[src/rtl/game_state_controller.sv]
// Game sequencer: attract/play/pause/death/game-over/win FSM, gated physics
// tick, respawn pulse and a frame-synchronous state code for the renderer.
//
// Ports:
//   clk          system clock
//   rst          asynchronous reset, active-low
//   game_tick    one-cycle pulse per game frame
//   frame_start  one-cycle pulse at start of vertical blank
//   pause, jump  synchronised key levels (rising edges are the events)
//   player_hit   hazard collision (level or pulse)
//   level_done   goal reached (level or pulse)
//   game_state   state code, updated only on frame_start
//   phys_tick    game_tick forwarded to physics while playing
//   phys_respawn one-cycle pulse: physics reloads the spawn position
//   lives        remaining lives
//
// Optional feature macro: TICK_STEP_EN (jump in PAUSED single-steps physics).

`timescale 1ns/1ps

module game_state_controller #(
    parameter int LIVES       = 3,
    parameter int DEATH_TICKS = 50,
    parameter int END_TIMEOUT = 250
) (
    input  logic       clk,
    input  logic       rst,
    input  logic       game_tick,
    input  logic       frame_start,
    input  logic       pause,
    input  logic       jump,
    input  logic       player_hit,
    input  logic       level_done,
    output logic [3:0] game_state,
    output logic       phys_tick,
    output logic       phys_respawn,
    output logic [1:0] lives
);

    typedef enum logic [3:0] {
        S_ATTRACT   = 4'h0,
        S_PLAY      = 4'h1,
        S_PAUSED    = 4'h2,
        S_DYING     = 4'h3,
        S_GAME_OVER = 4'h4,
        S_WIN       = 4'h5
    } state_t;

    localparam logic [7:0] DEATH_LAST = 8'(DEATH_TICKS - 1);
    localparam logic [7:0] END_LAST   = 8'(END_TIMEOUT - 1);
    localparam logic [1:0] LIVES_INIT = 2'(LIVES);

    state_t     state_q, state_d;
    logic [7:0] count_q, count_d;
    logic [1:0] lives_q, lives_d;
    logic       respawn_q, respawn_d;
    logic       tick_q, tick_d;
    logic [3:0] disp_q, disp_d;
    logic       pause_q, jump_q;
    logic       pause_rise, jump_rise;
    logic       step;

    assign pause_rise = pause & ~pause_q;
    assign jump_rise  = jump & ~jump_q;

`ifdef TICK_STEP_EN
    assign step = (state_q == S_PAUSED) & jump_rise;
`else
    assign step = 1'b0;
`endif

    // State and datapath registers
    always_ff @(posedge clk or negedge rst) begin
        if (!rst) begin
            state_q   <= S_ATTRACT;
            count_q   <= 8'd0;
            lives_q   <= 2'd0;
            respawn_q <= 1'b0;
            tick_q    <= 1'b0;
            disp_q    <= 4'h0;
            pause_q   <= 1'b0;
            jump_q    <= 1'b0;
        end else begin
            state_q   <= state_d;
            count_q   <= count_d;
            lives_q   <= lives_d;
            respawn_q <= respawn_d;
            tick_q    <= tick_d;
            disp_q    <= disp_d;
            pause_q   <= pause;
            jump_q    <= jump;
        end
    end

    // Next-state decision
    always_comb begin
        state_d = state_q;
        case (state_q)
            S_ATTRACT: begin
                if (jump_rise)
                    state_d = S_PLAY;
            end
            S_PLAY: begin
                if (player_hit)
                    state_d = S_DYING;
                else if (level_done)
                    state_d = S_WIN;
                else if (pause_rise)
                    state_d = S_PAUSED;
            end
            S_PAUSED: begin
                if (pause_rise)
                    state_d = S_PLAY;
            end
            S_DYING: begin
                if (game_tick && count_q == DEATH_LAST) begin
                    if (lives_q <= 2'd1)
                        state_d = S_GAME_OVER;
                    else
                        state_d = S_PLAY;
                end
            end
            S_GAME_OVER, S_WIN: begin
                if (jump_rise)
                    state_d = S_ATTRACT;
                else if (game_tick && count_q == END_LAST)
                    state_d = S_ATTRACT;
            end
            default: state_d = S_ATTRACT;
        endcase
    end

    // Outputs and datapath updates derived from the transition
    always_comb begin
        count_d   = count_q;
        lives_d   = lives_q;
        respawn_d = 1'b0;
        // Uses pre-transition state: a tick on the pause edge still goes out
        tick_d    = (game_tick & (state_q == S_PLAY)) | step;
        disp_d    = frame_start ? 4'(state_q) : disp_q;

        if (state_d != state_q) begin
            count_d = 8'd0;
        end else if (game_tick && (state_q == S_DYING ||
                                   state_q == S_GAME_OVER ||
                                   state_q == S_WIN)) begin
            count_d = count_q + 8'd1;
        end

        if (state_q == S_ATTRACT && state_d == S_PLAY) begin
            lives_d   = LIVES_INIT;
            respawn_d = 1'b1;
        end else if (state_q == S_DYING && state_d != S_DYING) begin
            // Last life saturates to 0 on the way to GAME_OVER
            lives_d   = (lives_q == 2'd0) ? 2'd0 : lives_q - 2'd1;
            respawn_d = (state_d == S_PLAY);
        end else if (state_d == S_ATTRACT && state_q != S_ATTRACT) begin
            lives_d = 2'd0;
        end
    end

    assign game_state   = disp_q;
    assign phys_tick    = tick_q;
    assign phys_respawn = respawn_q;
    assign lives        = lives_q;

endmodule

[config.mk]
export PLATFORM = sky130hd
export DESIGN_NAME = game_state_controller
export DESIGN_NICKNAME = d
export VERILOG_FILES = /design/src/rtl/game_state_controller.sv
export SDC_FILE = /design/constraint.sdc
export NUM_CORES = 1
export LEC_CHECK = 0
export ABC_AREA = 0
export BUFFER_PORTS_ARGS = -buffer_cell sky130_fd_sc_hd__buf_4
export CORE_UTILIZATION = 58
export DETAILED_ROUTE_END_ITERATION = 12
export PLACE_DENSITY_LB_ADDON = 0.15
export SETUP_SLACK_MARGIN = 0.4
export SLEW_MARGIN = 20
export SYNTH_ARGS = -nofsm -noshare
export SYNTH_HDL_FRONTEND = slang
export SYNTH_SLANG_ARGS = --single-unit
[constraint.sdc]
create_clock -name clk -period 3.9 [get_ports clk]
set_clock_uncertainty 0.2 [all_clocks]
set_input_delay 0.39 -clock clk [delete_from_list [all_inputs] [get_ports clk]]
set_output_delay 0.39 -clock clk [all_outputs]
set_load 0.03 [all_outputs]
## Yosys cells after proc, flatten, opt, wreduce, memory -nomap -nowiden

Cells that the tools add are included.

- Flip-flop bits (word level): 22
- Input port bits: 8
- Output and inout bits: 8
- Logic and storage cells: 59

- Add/sub/neg operators: 2
- $lt $le $gt $ge: 1
- Equal/unequal tests: 10
- Multiplexer cells: 18
- Bitwise operators: 5
- Reduce and logical (&&, ||, !) cells: 15

Operators by type and width:

| cell | number |
|---|---|
| 4-bit 2-to-1 mux | 8 |
| 4-bit case mux with 5 select lines | 1 |
| 8-bit 2-to-1 mux | 2 |
| 8-bit by 1-bit adder with 8-bit output (second input constant) | 1 |
| 4-bit by 1-bit == test with 1-bit output (second input constant) | 2 |
| 4-bit by 2-bit == test with 1-bit output (second input constant) | 2 |
| 4-bit by 3-bit == test with 1-bit output (second input constant) | 2 |
| 8-bit by 6-bit == test with 1-bit output (second input constant) | 1 |
| 8-bit == test (second input constant) | 1 |
| 4-bit logical NOT | 2 |
| 2-bit 2-to-1 mux | 4 |
| 1-bit logical AND | 6 |
| 4-bit by 2-bit inequality test with 1-bit output (second input constant) | 1 |
| 4-bit inequality test | 1 |
| 4-bit nonzero test | 1 |
| 1-bit bitwise AND | 3 |
| 3-bit 2-to-1 mux | 1 |
| 3-bit nonzero test | 1 |
| 2-bit by 1-bit <= comparator with 1-bit output (second input constant) | 1 |
| 2-bit logical NOT | 1 |
| 1-bit logical OR | 2 |
| 1-bit 2-to-1 mux | 2 |
| 1-bit NOT | 2 |
| 2-bit nonzero test | 1 |
| 2 further kinds | 2 |

## Logic depth before layout (Yosys ltp)

Gate-level depths: netlist of run 1.

- Depth in word-level cells: 11
- Gate-level depth with buffers: 7
- Depth with buffers taken out: 7

## Worst setup path before layout of run 1

Ideal clock, no wire load.

- Path type: flip-flop to flip-flop
- From: register count_q[1]
- To: register lives_q[0], in the netlist lives[0]
- Setup time: 0.080 ns
- Arrival time: 1.521 ns
- Data required time: 3.620 ns
- Slack: 2.099 ns
- Cell stages (with the launch flop): 8
- Path buffers: 0
- Period minus slack after synthesis: 1.801 ns
- Cells stage by stage: dfrtp_1 inv_1 ha_1 nand4bb_1 o21ai_1 nand3_1 or3b_1 o211ai_2

- Word-level cells in the longest chain between the ends: 9
- Elaborated cells between the ends (all ways): 17
- Classes of those cells: 4 x eq/ne; 6 x mux; 7 x reduce/logical

Ends and longest elaborated chain:

| item | RTL line | text |
|---|---|---|
| start, declared | 54 | `logic [7:0] count_q, count_d;` |
| start signal, assigned | 85 | `count_q <= count_d;` |
| 8-bit == test | 126 | `else if (game_tick && count_q == END_LAST)` |
| 1-bit logical AND | 126 |  |
| 4-bit 2-to-1 mux | 126 |  |
| 4-bit 2-to-1 mux | 124 | `if (jump_rise)` |
| 4-bit case mux with 5 select lines * | 98 | `case (state_q)` |
| 4-bit by 2-bit inequality test with 1-bit output | 153 | `end else if (state_q == S_DYING && state_d != S_DYING) begin` |
| 1-bit logical AND | 153 |  |
| 2-bit 2-to-1 mux | 153 |  |
| 2-bit 2-to-1 mux | 150 | `if (state_q == S_ATTRACT && state_d == S_PLAY) begin` |
| end signal, assigned | 86 | `lives_q <= lives_d;` |
| end, declared | 55 | `logic [1:0] lives_q, lives_d;` |

Mark *: on every way between the ends. The rest lies on a longest branch, timed or not.
A chain may end at the register's enable or synchronous reset.

## Worst setup path in the final report of run 1

- From: input pause
- To: register count_q[1]

- Word-level cells in the longest chain between the ends: 7
- Elaborated cells between the ends (all ways): 9
- Classes of those cells: 1 x eq/ne; 6 x mux; 1 x bitwise; 1 x reduce/logical

Ends and longest elaborated chain:

| item | RTL line | text |
|---|---|---|
| start, declared | 30 | `input logic pause,` |
| 1-bit bitwise AND * | 63 | `assign pause_rise = pause & ~pause_q;` |
| 4-bit 2-to-1 mux | 108 | `else if (pause_rise)` |
| 4-bit 2-to-1 mux | 106 | `else if (level_done)` |
| 4-bit 2-to-1 mux | 104 | `if (player_hit)` |
| 4-bit case mux with 5 select lines * | 98 |  |
| 4-bit inequality test * | 142 | `if (state_d != state_q) begin` |
| 8-bit 2-to-1 mux / 2-bit nonzero test (equally long branches) | -- |  |

Marked as above.

==> reports/qor.txt, run 1 <==
number of synthesized register bits = 22
Cell Area, Synth = 1250 um2
internal power = 0.353 mW
final count of hold timing violations = 0
htree depth = 1
Total Routing Usage GR = 0.239
EDFF count, synth = 0
routed wire length = 2.41 mm
vias in the first global route = 918
Crit Path Class = primary input to flop
Post-synth ARST share = 1.00
sw frac = 0.316
first-pass iteration count of the detailed router = 4
setup bufs post-CTS = 0
sequential-to-total area share from yosys stat = 0.440
combinational power share = 0.237
Clock Path Buffers = 2
Min-Delay Path Class = primary input to flop
Final ANT Viol Nets = 0
PnR Total Power = 0.516 mW
final core occ = 0.712
Syn Inst Count = 113
core box area = 2000 um2
Synthesis Warnings = 0
largest net degree at the start of global routing = 23
RR Startpoint = state_q[1]
worst hold path depth = 2
setup TNS = 0 ps
Detailed Place HPWL = 1.83 mm
top cell type's share of synthesized area = 0.440
most area-hungry cell type in the Yosys netlist = dfrtp_1
Clock transition at path regs = 120 ps
worst reg2reg endpoint = count_q[1]
crit path max fanout = 8
Worst Hold Launch = game_tick
MaxCap Viol Count = 0
initial DRC count = 23
Clock Latency Late Sink = 320 ps
Clock power frac = 0.247
LEAKAGE = 0.602 nW
non-filler instance count after layout = 158
die width = 48.4 um
clock sink count = 22
# fillers = 162
Psw = 0.163 mW
initial antenna violation count = 0
DIE AREA = 2340 um2
fmax = 456 MHz
CP Capture Type = flop
P per Cell Area = 362 nW/um2
Initial Util = 0.624
cells on worst reg2reg path = 5
clock buffers created by TritonCTS = 3
Net Count, Synth = 123
vias per inst = 5.94
row cnt = 16
Root Buffer = clkbuf_4
Slew Limit Fails = 0
Hold Slack = 113 ps
Seq pwr share = 0.516
die height = 48.4 um
largest cells by area after synthesis = dfrtp_1 (44%), mux2_2 (3.6%), nor2_1 (3.6%)
Setup WS pre-CTS = 1810 ps
routed len/inst = 15.2 um
DRC = 0
first-pass GRT wire length = 4.25 mm
setup repair after global routing missed its margin = no
Placed Area = 1360 um2
Syn-to-layout area delta = 14.0%
share of cells above drive strength 1 = 0.282
GPL Wtd Cong = 0.838
CP Data Arrival Time = 2230 ps
global route overflow = 0
CP startpoint kind = primary input
final worst-path setup slack = 1710 ps
# diodes = 0
Hold EP = phys_tick
Synth Area per Inst = 11.1 um2
most frequent cell after synthesis = dfrtp_1
setup violators final = 0
status = complete, no violations
nets = 142
top_reg_cell synth = dfrtp_1
port bufs = 15
Tmin final = 2190 ps
distinct cell type count after synthesis = 40
CTS tree = yes
Post-Place Cells = 151
worst path required time = 3940 ps
Vias = 938
IO Pins = 16
R2R Setup Slk = 1760 ps
final worst-path cycle share = 0.562
VDD IR-drop max = 0.000265 V
fin area = 1430 um2
leading cell types by count after synthesis = dfrtp_1 (22), nor2_1 (12), nand2_1 (10)
-- final cells by class --
type                            count  area, um2  area share
Multi-Input combinational cell     84        651       0.457
Sequential cell                    22        551       0.386
Tap cell                           27       33.8      0.0237
Inverter                            3       11.3     0.00790
Clock buffer                        4       36.3      0.0255
Timing Repair Buffer               18        143       0.100
-- per-layer routing --
metal  part of all wire  up-vias  global-route usage
met5                  0        -                   0
met1               0.44      460               0.319
li1                   -      435                   -
met3              0.055        7              0.0440
met4              0.022        0              0.0931
met2               0.48       36               0.390
-- power groups by stage --
stage	registers [mW]	logic (mW)	clock network, mW
after CTS	0.266	0.123	0.130
after detailed placement	0.270	0.120	0
after global routing	0.269	0.133	0.141
after floorplan	0.278	0.0740	0
after global placement	0.269	0.117	0
final	0.266	0.122	0.127
-- worst max-delay path by stage --
stage | start | to
6_report | pause | count_q[1]
4_1_cts | jump | count_q[1]
3_5_place_dp | state_q[1] | count_q[1]
3_3_place_gp | state_q[1] | count_q[1]
5_1_grt | pause | count_q[1]
2_1_floorplan | count_q[1] | lives[0]
-- sequential cells by signal, indices dropped and copies added (netlist names) --
signal and cells:
pause_q 1, phys_tick 1, game_state 4, jump_q 1, count_q 8, state_q 4, lives 2, phys_respawn 1
-- critical path: stages --
cell and delay (ps):
dlygate4sd3_1 530, buf_4 140, nor2b_1 140, a22oi_1 310, a21boi_2 260, o2111ai_4 210, a211oi_2 250
-- what timing repair did --
item,4_1_cts,5_1_grt
hold buffers,3,0
hold endpoints to repair,24,0
resized for setup,0,0
-- logic make-up (layout without fill, tap and decap cells) --
logic type      after synthesis  count (layout)  share of synthesized area
flops                        22              22                      0.440
mux                           4               4                     0.0360
fa+ha+maj                     2               2                     0.0200
xor+xnor                      8               8                     0.0561
buf+inv                       7              25                     0.0390
other cells                   1               1                    0.00300
simple gates                 52              52                      0.262
compound gates               17              17                      0.143
-- cell usage in the layout, fill, tap and decap left out, types with 2 or more instances in the layout --
master          n
dfrtp_1        22
buf_4          15
nor2_1         12
nand2_1        10
xnor2_1         5
nand2b_1        4
mux2_2          4
inv_1           3
nor3_2          3
o21ai_0         3
nand3_1         3
xor2_1          3
clkbuf_4        3
dlygate4sd3_1   3
nor3b_1         2
nand4bb_1       2
o21ai_1         2
nand3b_1        2
nand4_1         2
nor3_1          2
nor2b_1         2
and3_1          2
a211oi_2        2
ha_1            2
(Power assumes the default switching activity.)
==> run 2: changes to the inputs <==
--- a/config.mk
+++ b/config.mk
@@ -7,7 +7,7 @@
 export LEC_CHECK = 0
 export ABC_AREA = 0
 export BUFFER_PORTS_ARGS = -buffer_cell sky130_fd_sc_hd__buf_4
-export CORE_UTILIZATION = 58
+export CORE_UTILIZATION = 51
 export DETAILED_ROUTE_END_ITERATION = 12
 export PLACE_DENSITY_LB_ADDON = 0.15
 export SETUP_SLACK_MARGIN = 0.4
==> constraint.sdc (replaced) <==
create_clock -name clk -period 1.76 [get_ports clk]
set_clock_uncertainty 0.2 [all_clocks]
set_input_delay 0.176 -clock clk [delete_from_list [all_inputs] [get_ports clk]]
set_output_delay 0.176 -clock clk [all_outputs]
set_load 0.03 [all_outputs]
==> reports/qor.txt, run 2 (synthesis gave the netlist of run 1 again) <==
status = finished with violations
failing checks = hold timing, setup timing
CTS tree = yes
fmax = 519 MHz
Clock Latency Late Sink = 330 ps (about the same)
Final ANT Viol Nets = 0 (unchanged)
setup violators final = 13 (+13)
setup repair after global routing missed its margin = yes
grt met3 use = 0.0497 (+0.00568)
row cnt = 17 (+1)
core box area = 2250 um2 (+13%)
Root Buffer = clkbuf_4
DRC = 0 (unchanged)
R2R Setup Slk = -170 ps (-1930 ps)
Clock Path Buffers = 2 (unchanged)
Syn-to-layout area delta = 43.9%
nets = 176 (+24%)
CP startpoint kind = flop
met1 Use GR = 0.344 (+0.0254)
Total Routing Usage GR = 0.252 (+0.0125)
htree depth = 1 (unchanged)
share of cells above drive strength 1 = 0.527 (+0.245)
commonest non-fill, non-tap cell in the layout = buf_4
Reg with most FFs = count_q
P per Cell Area = 702 nW/um2 (+94%)
clock buffers created by TritonCTS = 3 (unchanged)
clock sink count = 22 (unchanged)
Vias = 1089 (+16%)
worst path required time = 1770 ps (-2170 ps)
# diodes = 0 (unchanged)
Reg area = 556 um2 (+0.91%)
port bufs = 15 (unchanged)
Crit Path Class = flop to flop
Multi-input gate area = 737 um2 (+13%)
GPL Wtd Cong = 0.882 (+5.3%)
Hold Slack = -25.2 ps (-138 ps)
initial DRC count = 27 (+17%)
Slew Limit Fails = 0 (unchanged)
initial antenna violation count = 0 (unchanged)
vias in the first global route = 1060 (+15%)
crit path max fanout = 8 (unchanged)
GR Util met2 = 0.390 (about the same)
routed len/inst = 16.4 um (+7.8%)
first-pass GRT wire length = 4.81 mm (+13%)
Detailed Place HPWL = 1.96 mm (+6.7%)
die height = 51.5 um (+6.4%)
MaxCap Viol Count = 0 (unchanged)
CP Data Arrival Time = 1940 ps (-290 ps)
DIE AREA = 2650 um2 (+13%)
Tmin final = 1930 ps
final worst-path setup slack = -167 ps (-1870 ps)
largest net degree at the start of global routing = 23 (unchanged)
vias per inst = 5.64 (-5.0%)
VDD IR-drop max = 0.000629 V (+140%)
LEAKAGE = 0.783 nW (+30%)
final worst-path cycle share = 1.09
# fillers = 142 (-12%)
Min-Delay Path Class = primary input to flop
most frequent cells in the layout = buf_4 (42), dfrtp_1 (18), nor2_1 (10), nand2_1 (7)
Most Crowded Layer GR = met2
max reg flops = 8 (unchanged)
die width = 51.5 um (+6.4%)
global route overflow = 0 (unchanged)
first-pass iteration count of the detailed router = 4 (unchanged)
PnR Total Power = 1.26 mW (+140%)
Initial Util = 0.554 (-0.0700)
CP Capture Type = flop
final count of hold timing violations = 1 (+1)
Setup WS pre-CTS = -213 ps (-2020 ps)
routed wire length = 3.17 mm (+32%)
IO Pins = 16 (unchanged)
Clock transition at path regs = 130 ps (about the same)
run 2: cell count changes in the layout (fill, tap and decap cells not counted), moves of 2 or more:
cell           before  now
nand2_1            10    7
o21ai_0             3    0
buf_6               0    3
nand2_2             0    2
nor2_1             12   10
dfrtp_1            22   18
nor2_2              0    2
dfrtp_2             0    4
dlygate4sd3_1       3    5
buf_4              15   42
nor3_4              0    2
o21ai_1             2    4
run 2: critical path, cell delays in order (launching register included):
cell	delay (ps)
dfrtp_2	510
buf_6	150
nor4b_4	290
o21a_1	220
o311ai_2	120
o2111ai_4	200
nor2_1	110
run 2: layout make-up:
class                           count  area share
Clock buffer                        4      0.0202
Multi-Input combinational cell     84       0.410
Inverter                            3     0.00626
Tap cell                           28      0.0195
Sequential cell                    22       0.309
Timing Repair Buffer               52       0.236
run 2: final timing paths:
path,start,to,depth (start not counted)
setup / recovery,state_q[3],count_q[0],6
hold / removal,level_done,state_q[2],3
setup reg to reg,state_q[3],count_q[0],6
hold reg to reg,game_state[1],game_state[1],1
max in group asynchronous,rst,state_q[2],2
min in group asynchronous,rst,count_q[5],2
run 2: repair_timing:
item | CTS | global route
hold buffers | 5 | 0
setup buffers | 6 | 6
hold endpoints to repair | 30 | 0
gates resized for setup | 18 | 5
endpoints found under the setup margin | 15 | 16
pin swaps | 20 | 6
run 2: stage by stage:
stage	cells	util	TNS (ps)	area (um2)
after floorplan	113	-	-170	1290
after global placement	172	0.686	-1200	1550
after detailed placement	172	0.686	-1440	1550
after CTS	187	0.768	-941	1730
after global routing	193	0.798	-2500	1800
final	193	0.798	-1490	1800
run 2: power by group:
| group | internal [mW] | switching, mW | total (mW) |
|---|---|---|---|
| registers | 0.542 | 0.0450 | 0.587 |
| clock network | 0.127 | 0.169 | 0.296 |
| logic | 0.179 | 0.201 | 0.380 |
run 2: routing by layer:
layer | share of wire | routed length, um | vias to the layer above
met5 | 0 | 0 | -
met4 | 0.029 | 91 | 0
met3 | 0.047 | 148 | 9
met2 | 0.48 | 1500 | 37
met1 | 0.45 | 1420 | 536
li1 | - | - | 507
==> run 3: changes to the inputs <==
--- a/config.mk
+++ b/config.mk
@@ -9,7 +9,7 @@
 export BUFFER_PORTS_ARGS = -buffer_cell sky130_fd_sc_hd__buf_4
 export CORE_UTILIZATION = 51
 export DETAILED_ROUTE_END_ITERATION = 12
-export PLACE_DENSITY_LB_ADDON = 0.15
+export PLACE_DENSITY = 0.74
 export SETUP_SLACK_MARGIN = 0.4
 export SLEW_MARGIN = 20
 export SYNTH_ARGS = -nofsm -noshare
==> reports/qor.txt, run 3 (synthesis gave the netlist of run 1 again) <==
Root Buffer = clkbuf_4
non-filler instance count after layout = 189 (-2.1%)
IO Pins = 16 (unchanged)
PnR Total Power = 1.18 mW (-6.5%)
final worst-path setup slack = -248 ps (-80.7 ps)
first-pass GRT wire length = 5.46 mm (+13%)
die width = 51.5 um (unchanged)
DIE AREA = 2650 um2 (unchanged)
R2R Setup Slk = -250 ps (-80 ps)
Post-Place Cells = 178 (+3.5%)
setup repair after global routing missed its margin = yes
worst reg2reg endpoint = count_q[7]
row cnt = 17 (unchanged)
GPL Wtd Cong = 0.814 (-7.7%)
DRC = 0 (unchanged)
routed len/inst = 17.8 um (+8.3%)
worst path required time = 1750 ps (-20 ps)
htree depth = 1 (unchanged)
failing checks = setup timing
cells on worst reg2reg path = 6 (unchanged)
VDD IR-drop max = 0.000561 V (-11%)
core box area = 2250 um2 (unchanged)
start point of the critical path = state_q[2]
largest net degree at the start of global routing = 23 (unchanged)
Setup WS pre-CTS = -231 ps (-17.7 ps)
Crit Path Class = flop to flop
global route overflow = 0 (unchanged)
Syn-to-layout area delta = 43.1%
first-pass iteration count of the detailed router = 4 (unchanged)
M1 wire length = 1.45 mm (+1.6%)
Min-Delay Path Class = primary input to async pin
die height = 51.5 um (unchanged)
clock buffers created by TritonCTS = 3 (unchanged)
MaxCap Viol Count = 0 (unchanged)
setup TNS = -1820 ps (-333 ps)
final worst-path cycle share = 1.14 (+0.0459)
port bufs = 15 (unchanged)
CP Capture Type = flop
RR Startpoint = state_q[2]
CTS tree = yes
clock sink count = 22 (unchanged)
Tmin final = 2010 ps (+80.7 ps)
Clock Latency Late Sink = 300 ps (-30 ps)
WL met3 = 102 um (-31%)
nets = 173 (-1.7%)
WL met2 = 1.78 mm (+18%)
Hold Slack = 83.4 ps (+109 ps)
Placed Area = 1590 um2 (+2.9%)
Final ANT Viol Nets = 0 (unchanged)
Clock Path Buffers = 2 (unchanged)
Vias = 1075 (-1.3%)
fmax = 498 MHz (-4.0%)
routed wire length = 3.36 mm (+6.0%)
final count of hold timing violations = 0 (-1)
# diodes = 0 (unchanged)
Total Routing Usage GR = 0.285 (+0.0333)
Detailed Place HPWL = 2.16 mm (+10%)
crit path max fanout = 6 (-2)
CP startpoint kind = flop
CP Data Arrival Time = 2000 ps (+60 ps)
setup violators final = 11 (-2)
LEAKAGE = 0.765 nW (-2.3%)
vias per inst = 5.69 (+0.80%)
commonest non-fill, non-tap cell in the layout = buf_4
Slew Limit Fails = 0 (unchanged)
max reg flops = 8 (unchanged)
fin area = 1790 um2 (-0.56%)
status = finished with violations
most frequent cells in the layout = buf_4 (41), dfrtp_1 (18), nor2_1 (10), nand2_1 (9)
initial DRC count = 29 (+7.4%)
P per Cell Area = 660 nW/um2 (-5.9%)
Reg with most FFs = count_q
final core occ = 0.794 (-0.00444)
Clock transition at path regs = 130 ps (about the same)
initial antenna violation count = 0 (unchanged)
share of cells above drive strength 1 = 0.522 (-0.00553)
Initial Util = 0.554 (unchanged)
Max Used Layer = met4
vias in the first global route = 1165 (+9.9%)
Worst Setup EP = count_q[7]
run 3: cell types whose count changed in the layout (fill, tap and decap cells not counted), sizes merged:
cell and change:
clkbuf -1, buf -3
run 3: worst max-delay path, cell delays in order (launching register included):
cell	delay [ps]
dfrtp_2	460
buf_4	180
nand3b_1	220
a211oi_2	350
nor2b_1	240
xnor2_1	160
nor2_1	80
run 3: how the worst min path moves through the flow:
stage	slack, ps	depth (start not counted)	startpoint	endpoint
2_1_floorplan	-320	0	rst	count_q[0]
3_3_place_gp	-120	1	rst	count_q[4]
3_5_place_dp	-120	1	rst	count_q[5]
4_1_cts	90	2	rst	count_q[7]
5_1_grt	100	2	rst	lives[1]
6_report	80	2	rst	game_state[0]
run 3: routing by layer:
layer,global-route usage,vias to the layer above
met4,0.0856,0
met2,0.515,28
li1,-,501
met5,0,-
met3,0.0439,4
met1,0.347,542
run 3: final cells by class:
class	instances	area, um2
Multi-Input combinational cell	84	773
Sequential cell	22	556
Fill cell	139	465
Timing Repair Buffer	49	392
Tap cell	28	35.0
Clock buffer	3	22.5
Inverter	3	11.3
run 3: report_power, final:
group / switching, mW / leakage, nW / internal, mW / total, mW
clock network: 0.155 / 0.0138 / 0.0797 / 0.235
logic: 0.190 / 0.463 / 0.164 / 0.355
registers: 0.0495 / 0.288 / 0.542 / 0.591
total: 0.395 / 0.765 / 0.786 / 1.18
run 3: repair_timing:
item                                   4_1_cts  5_1_grt
endpoints found under the hold margin       29        0
pin swaps                                   15        9
hold buffers                                 5        0
buffers inserted                             1        2
setup endpoints to repair                   15       16
gates resized for setup                     18        7
